### config.mk
export PLATFORM = sky130hd
export DESIGN_NAME = joy_split_scanner
export DESIGN_NICKNAME = d
export VERILOG_FILES = /design/src/rtl/joy_pkg.sv /design/src/rtl/joy_debounce.sv /design/src/rtl/joy_split_scanner.sv
export SDC_FILE = /design/constraint.sdc
export NUM_CORES = 1
export LEC_CHECK = 0
export BUFFER_PORTS_ARGS = -buffer_cell sky130_fd_sc_hd__buf_2
export CAP_MARGIN = 20
export CORE_MARGIN = 10
export CORE_UTILIZATION = 54
export DETAILED_ROUTE_END_ITERATION = 7
export PLACE_DENSITY = 0.83
export SLEW_MARGIN = 20
export SYNTH_ARGS = -nofsm -noshare
export SYNTH_HDL_FRONTEND = slang
export SYNTH_SLANG_ARGS = --single-unit
### constraint.sdc
create_clock -name pclk -period 2.4 [get_ports pclk]
set_input_delay 0.48 -clock pclk [delete_from_list [all_inputs] [get_ports pclk]]
set_output_delay 0.48 -clock pclk [all_outputs]
set_load 0.05 [all_outputs]
### src/rtl/joy_pkg.sv
// Shared constants and FSM encoding for the joystick splitter scanner.
// Player vectors are active-low, so "released" is all ones.
package joy_pkg;

  localparam int unsigned JOY_W = 6;
  localparam logic [JOY_W-1:0] JOY_RELEASED = 6'h3F;

  typedef logic [2:0] joy_state_t;

  localparam joy_state_t IDLE     = 3'd0;
  localparam joy_state_t SETTLE_A = 3'd1;
  localparam joy_state_t SAMPLE_A = 3'd2;
  localparam joy_state_t SETTLE_B = 3'd3;
  localparam joy_state_t SAMPLE_B = 3'd4;
  localparam joy_state_t DONE     = 3'd5;

  // Splitter select for a given state: player 2 is routed from SETTLE_B through DONE.
  function automatic logic state_sel(joy_state_t s);
    return (s == SETTLE_B) || (s == SAMPLE_B) || (s == DONE);
  endfunction

endpackage

### src/rtl/joy_debounce.sv
// Per-bit consecutive-sample debouncer for one 6-bit active-low player vector.
// An output bit flips only after DEBOUNCE_SAMPLES strobed samples disagree with it in a row.
module joy_debounce
  import joy_pkg::*;
#(
  parameter int unsigned DEBOUNCE_SAMPLES = 4
) (
  input  logic             pclk,
  input  logic             reset,
  input  logic [JOY_W-1:0] sample,
  input  logic             strobe,
  output logic [JOY_W-1:0] vector
);

  localparam int unsigned CW = 4;
  localparam logic [CW-1:0] CNT_LAST = CW'(DEBOUNCE_SAMPLES - 1);

  if ((DEBOUNCE_SAMPLES < 1) || (DEBOUNCE_SAMPLES > 15)) begin : g_bad_debounce
    $error("joy_debounce: DEBOUNCE_SAMPLES must be in 1..15");
  end

  logic [CW-1:0]    cnt_q [JOY_W];
  logic [CW-1:0]    cnt_d [JOY_W];
  logic [JOY_W-1:0] vec_q;
  logic [JOY_W-1:0] vec_d;

  always_comb begin
    vec_d = vec_q;
    cnt_d = cnt_q;
    if (strobe) begin
      for (int i = 0; i < JOY_W; i++) begin
        if (sample[i] == vec_q[i]) begin
          cnt_d[i] = '0;
        end else if (cnt_q[i] == CNT_LAST) begin
          vec_d[i] = sample[i];
          cnt_d[i] = '0;
        end else begin
          cnt_d[i] = cnt_q[i] + 4'd1;
        end
      end
    end
  end

  always_ff @(posedge pclk or posedge reset) begin
    if (reset) begin
      for (int i = 0; i < JOY_W; i++) begin
        cnt_q[i] <= '0;
      end
      vec_q <= JOY_RELEASED;
    end else begin
      cnt_q <= cnt_d;
      vec_q <= vec_d;
    end
  end

  assign vector = vec_q;

endmodule

### src/rtl/joy_split_scanner.sv
// Sequenced joystick splitter scan: select a player, let the splitter and synchroniser
// settle, take one sample, debounce it, then repeat for the other player.
module joy_split_scanner
  import joy_pkg::*;
#(
  parameter int unsigned SETTLE_CYCLES    = 32,
  parameter int unsigned DEBOUNCE_SAMPLES = 4
) (
  input  logic             pclk,
  input  logic             reset,
  input  logic             enable,
  input  logic [JOY_W-1:0] joy_in,
  output logic             joy_split_out,
  output logic [JOY_W-1:0] joystick1,
  output logic [JOY_W-1:0] joystick2,
  output logic             joy_valid
);

  localparam int unsigned CNT_W = $clog2(SETTLE_CYCLES);
  localparam logic [CNT_W-1:0] CNT_LAST = CNT_W'(SETTLE_CYCLES - 1);

  // Two synchroniser cycles plus at least one cycle of splitter settling are needed.
  if (SETTLE_CYCLES < 3) begin : g_bad_settle
    $error("joy_split_scanner: SETTLE_CYCLES must be >= 3");
  end

  logic [JOY_W-1:0] sync1_q;
  logic [JOY_W-1:0] sync2_q;

  always_ff @(posedge pclk or posedge reset) begin
    if (reset) begin
      sync1_q <= JOY_RELEASED;
      sync2_q <= JOY_RELEASED;
    end else begin
      sync1_q <= joy_in;
      sync2_q <= sync1_q;
    end
  end

  joy_state_t       state_q;
  joy_state_t       state_d;
  logic [CNT_W-1:0] cnt_q;
  logic [CNT_W-1:0] cnt_d;
  logic             sel_q;
  logic             sel_d;
  logic             valid_q;
  logic             valid_d;
  logic             strobe_a;
  logic             strobe_b;

  always_ff @(posedge pclk or posedge reset) begin
    if (reset) begin
      state_q <= IDLE;
      cnt_q   <= '0;
      sel_q   <= 1'b0;
      valid_q <= 1'b0;
    end else begin
      state_q <= state_d;
      cnt_q   <= cnt_d;
      sel_q   <= sel_d;
      valid_q <= valid_d;
    end
  end

  // Counter only advances inside a settle state and is zero on every state entry.
  always_comb begin
    state_d = state_q;
    cnt_d   = '0;
    if (!enable) begin
      state_d = IDLE;
    end else begin
      unique case (state_q)
        IDLE:     state_d = SETTLE_A;
        SETTLE_A: begin
          if (cnt_q == CNT_LAST) begin
            state_d = SAMPLE_A;
          end else begin
            cnt_d = cnt_q + 1'b1;
          end
        end
        SAMPLE_A: state_d = SETTLE_B;
        SETTLE_B: begin
          if (cnt_q == CNT_LAST) begin
            state_d = SAMPLE_B;
          end else begin
            cnt_d = cnt_q + 1'b1;
          end
        end
        SAMPLE_B: state_d = DONE;
        DONE:     state_d = SETTLE_A;
        default:  state_d = IDLE;
      endcase
    end
  end

  // Select and valid are registered from the next state so they line up with state_q.
  always_comb begin
    sel_d    = state_sel(state_d);
    valid_d  = (state_d == DONE);
    strobe_a = enable && (state_q == SAMPLE_A);
    strobe_b = enable && (state_q == SAMPLE_B);
  end

  joy_debounce #(
    .DEBOUNCE_SAMPLES(DEBOUNCE_SAMPLES)
  ) u_debounce_a (
    .pclk  (pclk),
    .reset (reset),
    .sample(sync2_q),
    .strobe(strobe_a),
    .vector(joystick1)
  );

  joy_debounce #(
    .DEBOUNCE_SAMPLES(DEBOUNCE_SAMPLES)
  ) u_debounce_b (
    .pclk  (pclk),
    .reset (reset),
    .sample(sync2_q),
    .strobe(strobe_b),
    .vector(joystick2)
  );

  assign joy_split_out = sel_q;
  assign joy_valid     = valid_q;

endmodule

==> metrics.txt <==
Final TNS setup 0 ps; Startpoint Class flop; vias post-DR 2557; All-Layer GR Usage 13.0%; Resized cells post-CTS 0; largest area contributor in the netlist dfrtp_1; die area 10700 um2; vias in the first global route 2569; CTS Hold Bufs 0; critical path, cell by cell and4bb_1, nand2_1, o311ai_1; met1 global-route usage roughly 16%; CP required 2650 ps; # setup viols final 0; largest net degree at the start of global routing 83; ys async rst share 100%; leakage 1.96 nW; top cell type's share of synthesized area 38.4%; clk sinks 82; Crit. End Element flop; Period minus WS final 1770 ps; setup bufs post-CTS 0; Post-synth EDFFs 0; total wire length around 7 mm; post-synthesis sequential area ratio 55.1%; Slew Viols, Final 0; unrepaired setup endpoints after global routing no; Min Hold Slack approximately 220 ps; Hold Fails Final Rpt 0; CP arrival ~2000 ps; DRC 0; Congestion Overflow GR 0; Avg Cell Area, Syn 11.4 um2; routability cong. 0.762; Pwr Density 629 nW/um2; ant diodes 0; grt met2 use roughly a fifth; Port Buf Inserts 22; placeable core area approximately 6800 um2; starting density of the core 55.6%; Initial DRC Count 163; Final #Nets 382; Most Used Layer, Global Route met2; H-Tree Depth 3; layout cell share with drive strength beyond 1 22.0%; P&R area growth vs syn 12.2%; Setup Skew 8.53 ps; Yosys reg bits 82; Slew HR 58.8%; Worst Max-Slew Pin Slew just over 600 ps; mux cell area share after synthesis 3.77%; Post-synth top flop dfrtp_1; Clk pin slew, worst setup/hold paths about 80 ps; Final HPWL DP 4.59 mm; peak supply drop 0.403 mV; compound-gate portion of the synthesized area 12.8%; CTS root buf clkbuf_8; Worst Hold Class primary input to flop; number of buffers created by CTS 9; largest family of logic cells by synthesized area simple AND/OR/NAND/NOR gates; first-pass GRT wire length 11.8 mm; Avg WL per Cell 14.8 um; top cells by count, synth dfrtp_1, nand2_1, dfstp_2; CTS tree done; slowest library cell on the worst path and4bb_1; Post-Synth Simple-Gate Area 17.8%; Routed Antenna Nets 0; YS warnings 0; slowest stage delay, CP roughly 700 ps; top cells by area, synth dfrtp_1, dfstp_2, nand2_1; worst-path fanout max 18; distinct cell type count after synthesis 35; Clock Latency Late Sink 350 ps; I/O pin cnt 23; die height 104 um; post-synthesis adder-cell area fraction 4.64%; Max Fclk approximately 570 MHz; Synth Instances approximately 330; GR Util met3 5.27%; count leader, synth dfrtp_1; Die X 104 um; critical path class flop to flop; # rows 30; Syn Nets between 300 and 400; DR pass1 iterations 4; outcome finished, final reports clean; initial antenna violation count 0; crit share post-route 73.6%; XOR/XNOR Fraction of Synth Area 3.48%; cell area after synthesis 3780 um2; vias per cell 5.56; Clock Path Buffers 2; max-cap viol count 0
flip-flops by register name (all words and copies together) (netlist names), 3 cells and up:
| signal | flops |
|---|---|
| u_debounce_a.vector | 6 |
| u_debounce_b.cnt_q | 24 |
| sync1_q | 6 |
| cnt_q | 5 |
| u_debounce_a.cnt_q | 24 |
| state_q | 3 |
| sync2_q | 6 |
| u_debounce_b.vector | 6 |
worst paths after layout:
kind	depth (start not counted)	start	endpoint	slack (ps)
max	3	state_q[2]	u_debounce_a.cnt_q[3]	630
min	1	joy_in[3]	sync1_q[3]	220
max reg2reg	3	state_q[2]	u_debounce_a.cnt_q[3]	630
min reg2reg	0	sync1_q[2]	sync2_q[2]	360
max in group asynchronous	3	reset	sync1_q[5]	1810
min in group asynchronous	3	reset	cnt_q[2]	240
critical path: cells and delay by family, from the launching register on:
family           cells  cell delay [ps]
AND/OR/NAND/NOR      2              890
AO/OA/AOI/OAI        1              300
flip-flops           1              470
layout make-up:
class	instances	area, um2
fillers	513	2550
clock inverters	7	118
flip-flops and latches	82	2080
clock buffers	9	124
multi-input cells	232	1610
well taps	96	120
repair buffers	25	145
inverters	9	42.5
cells by family (layout without fill, tap and decap cells):
family          Yosys count  after routing
flops                    82             82
compound gates           61             61
mux                      12             12
buf+inv                  17             50
simple gates            130            130
fa+ha+maj                14             14
xor+xnor                 15             15
per-stage QoR:
stage / setup slack (ps) / cell area (um2) / power (mW) / utilization, % / std cells
final: 635 / 4240 / 2.67 / 62.4 / 460
after global routing: 504 / 4240 / 2.77 / 62.4 / 460
after CTS: 645 / 4240 / 2.70 / 62.4 / 460
after detailed placement: 542 / 4000 / 1.51 / 58.8 / 444
after global placement: 620 / 4000 / 1.51 / 58.8 / 444
after floorplan: 980 / 3780 / 1.48 / - / 331
layer usage:
layer / share of wire (%) / up-vias
met1: 46 / 1263
met2: 48 / 40
li1: - / 1245
met5: 0 / -
met4: 1.5 / 0
met3: 4.8 / 9
layout by cell type (no fill, tap or decap):
| cell | Yosys | final |
|---|---|---|
| and4bb_1 | 1 | 1 |
| inv_6 | 1 | 1 |
| xnor2_1 | 7 | 7 |
| clkbuf_8 | 0 | 9 |
| a22o_1 | 15 | 15 |
| and2_1 | 1 | 1 |
| mux2_2 | 10 | 10 |
| nor3b_1 | 12 | 12 |
| a21o_1 | 7 | 7 |
| or2_1 | 1 | 1 |
| buf_2 | 4 | 22 |
| o311ai_1 | 7 | 7 |
| o211a_1 | 1 | 1 |
| o31ai_1 | 7 | 7 |
| a32o_1 | 5 | 5 |
| o21ai_0 | 10 | 10 |
| a21boi_0 | 2 | 2 |
| nor2b_1 | 11 | 11 |
| xor2_1 | 8 | 8 |
| buf_12 | 0 | 1 |
| or3b_2 | 1 | 1 |
| ha_1 | 14 | 14 |
| and3_1 | 8 | 8 |
| o2bb2ai_1 | 7 | 7 |
| nand2_1 | 49 | 49 |
| nand3b_1 | 8 | 8 |
| buf_4 | 2 | 2 |
| bufinv_16 | 0 | 3 |
| nand2b_1 | 1 | 1 |
| inv_1 | 8 | 7 |
| nand3_1 | 22 | 22 |
| clkinvlp_4 | 0 | 4 |
| nor2_1 | 13 | 13 |
| dfrtp_1 | 58 | 58 |
| mux2_4 | 2 | 2 |
| nand4bb_1 | 2 | 2 |
| dfstp_2 | 24 | 24 |
| clkinv_2 | 0 | 1 |
report_power, final:
| part | leakage (nW) | switching [mW] | internal [mW] | total (mW) |
|---|---|---|---|---|
| clock | 0.111 | 0.492 | 0.688 | 1.18 |
| combinational | 0.833 | 0.0446 | 0.0208 | 0.0654 |
| sequential | 1.02 | 0.0154 | 1.41 | 1.42 |
(Power assumes the default switching activity.)
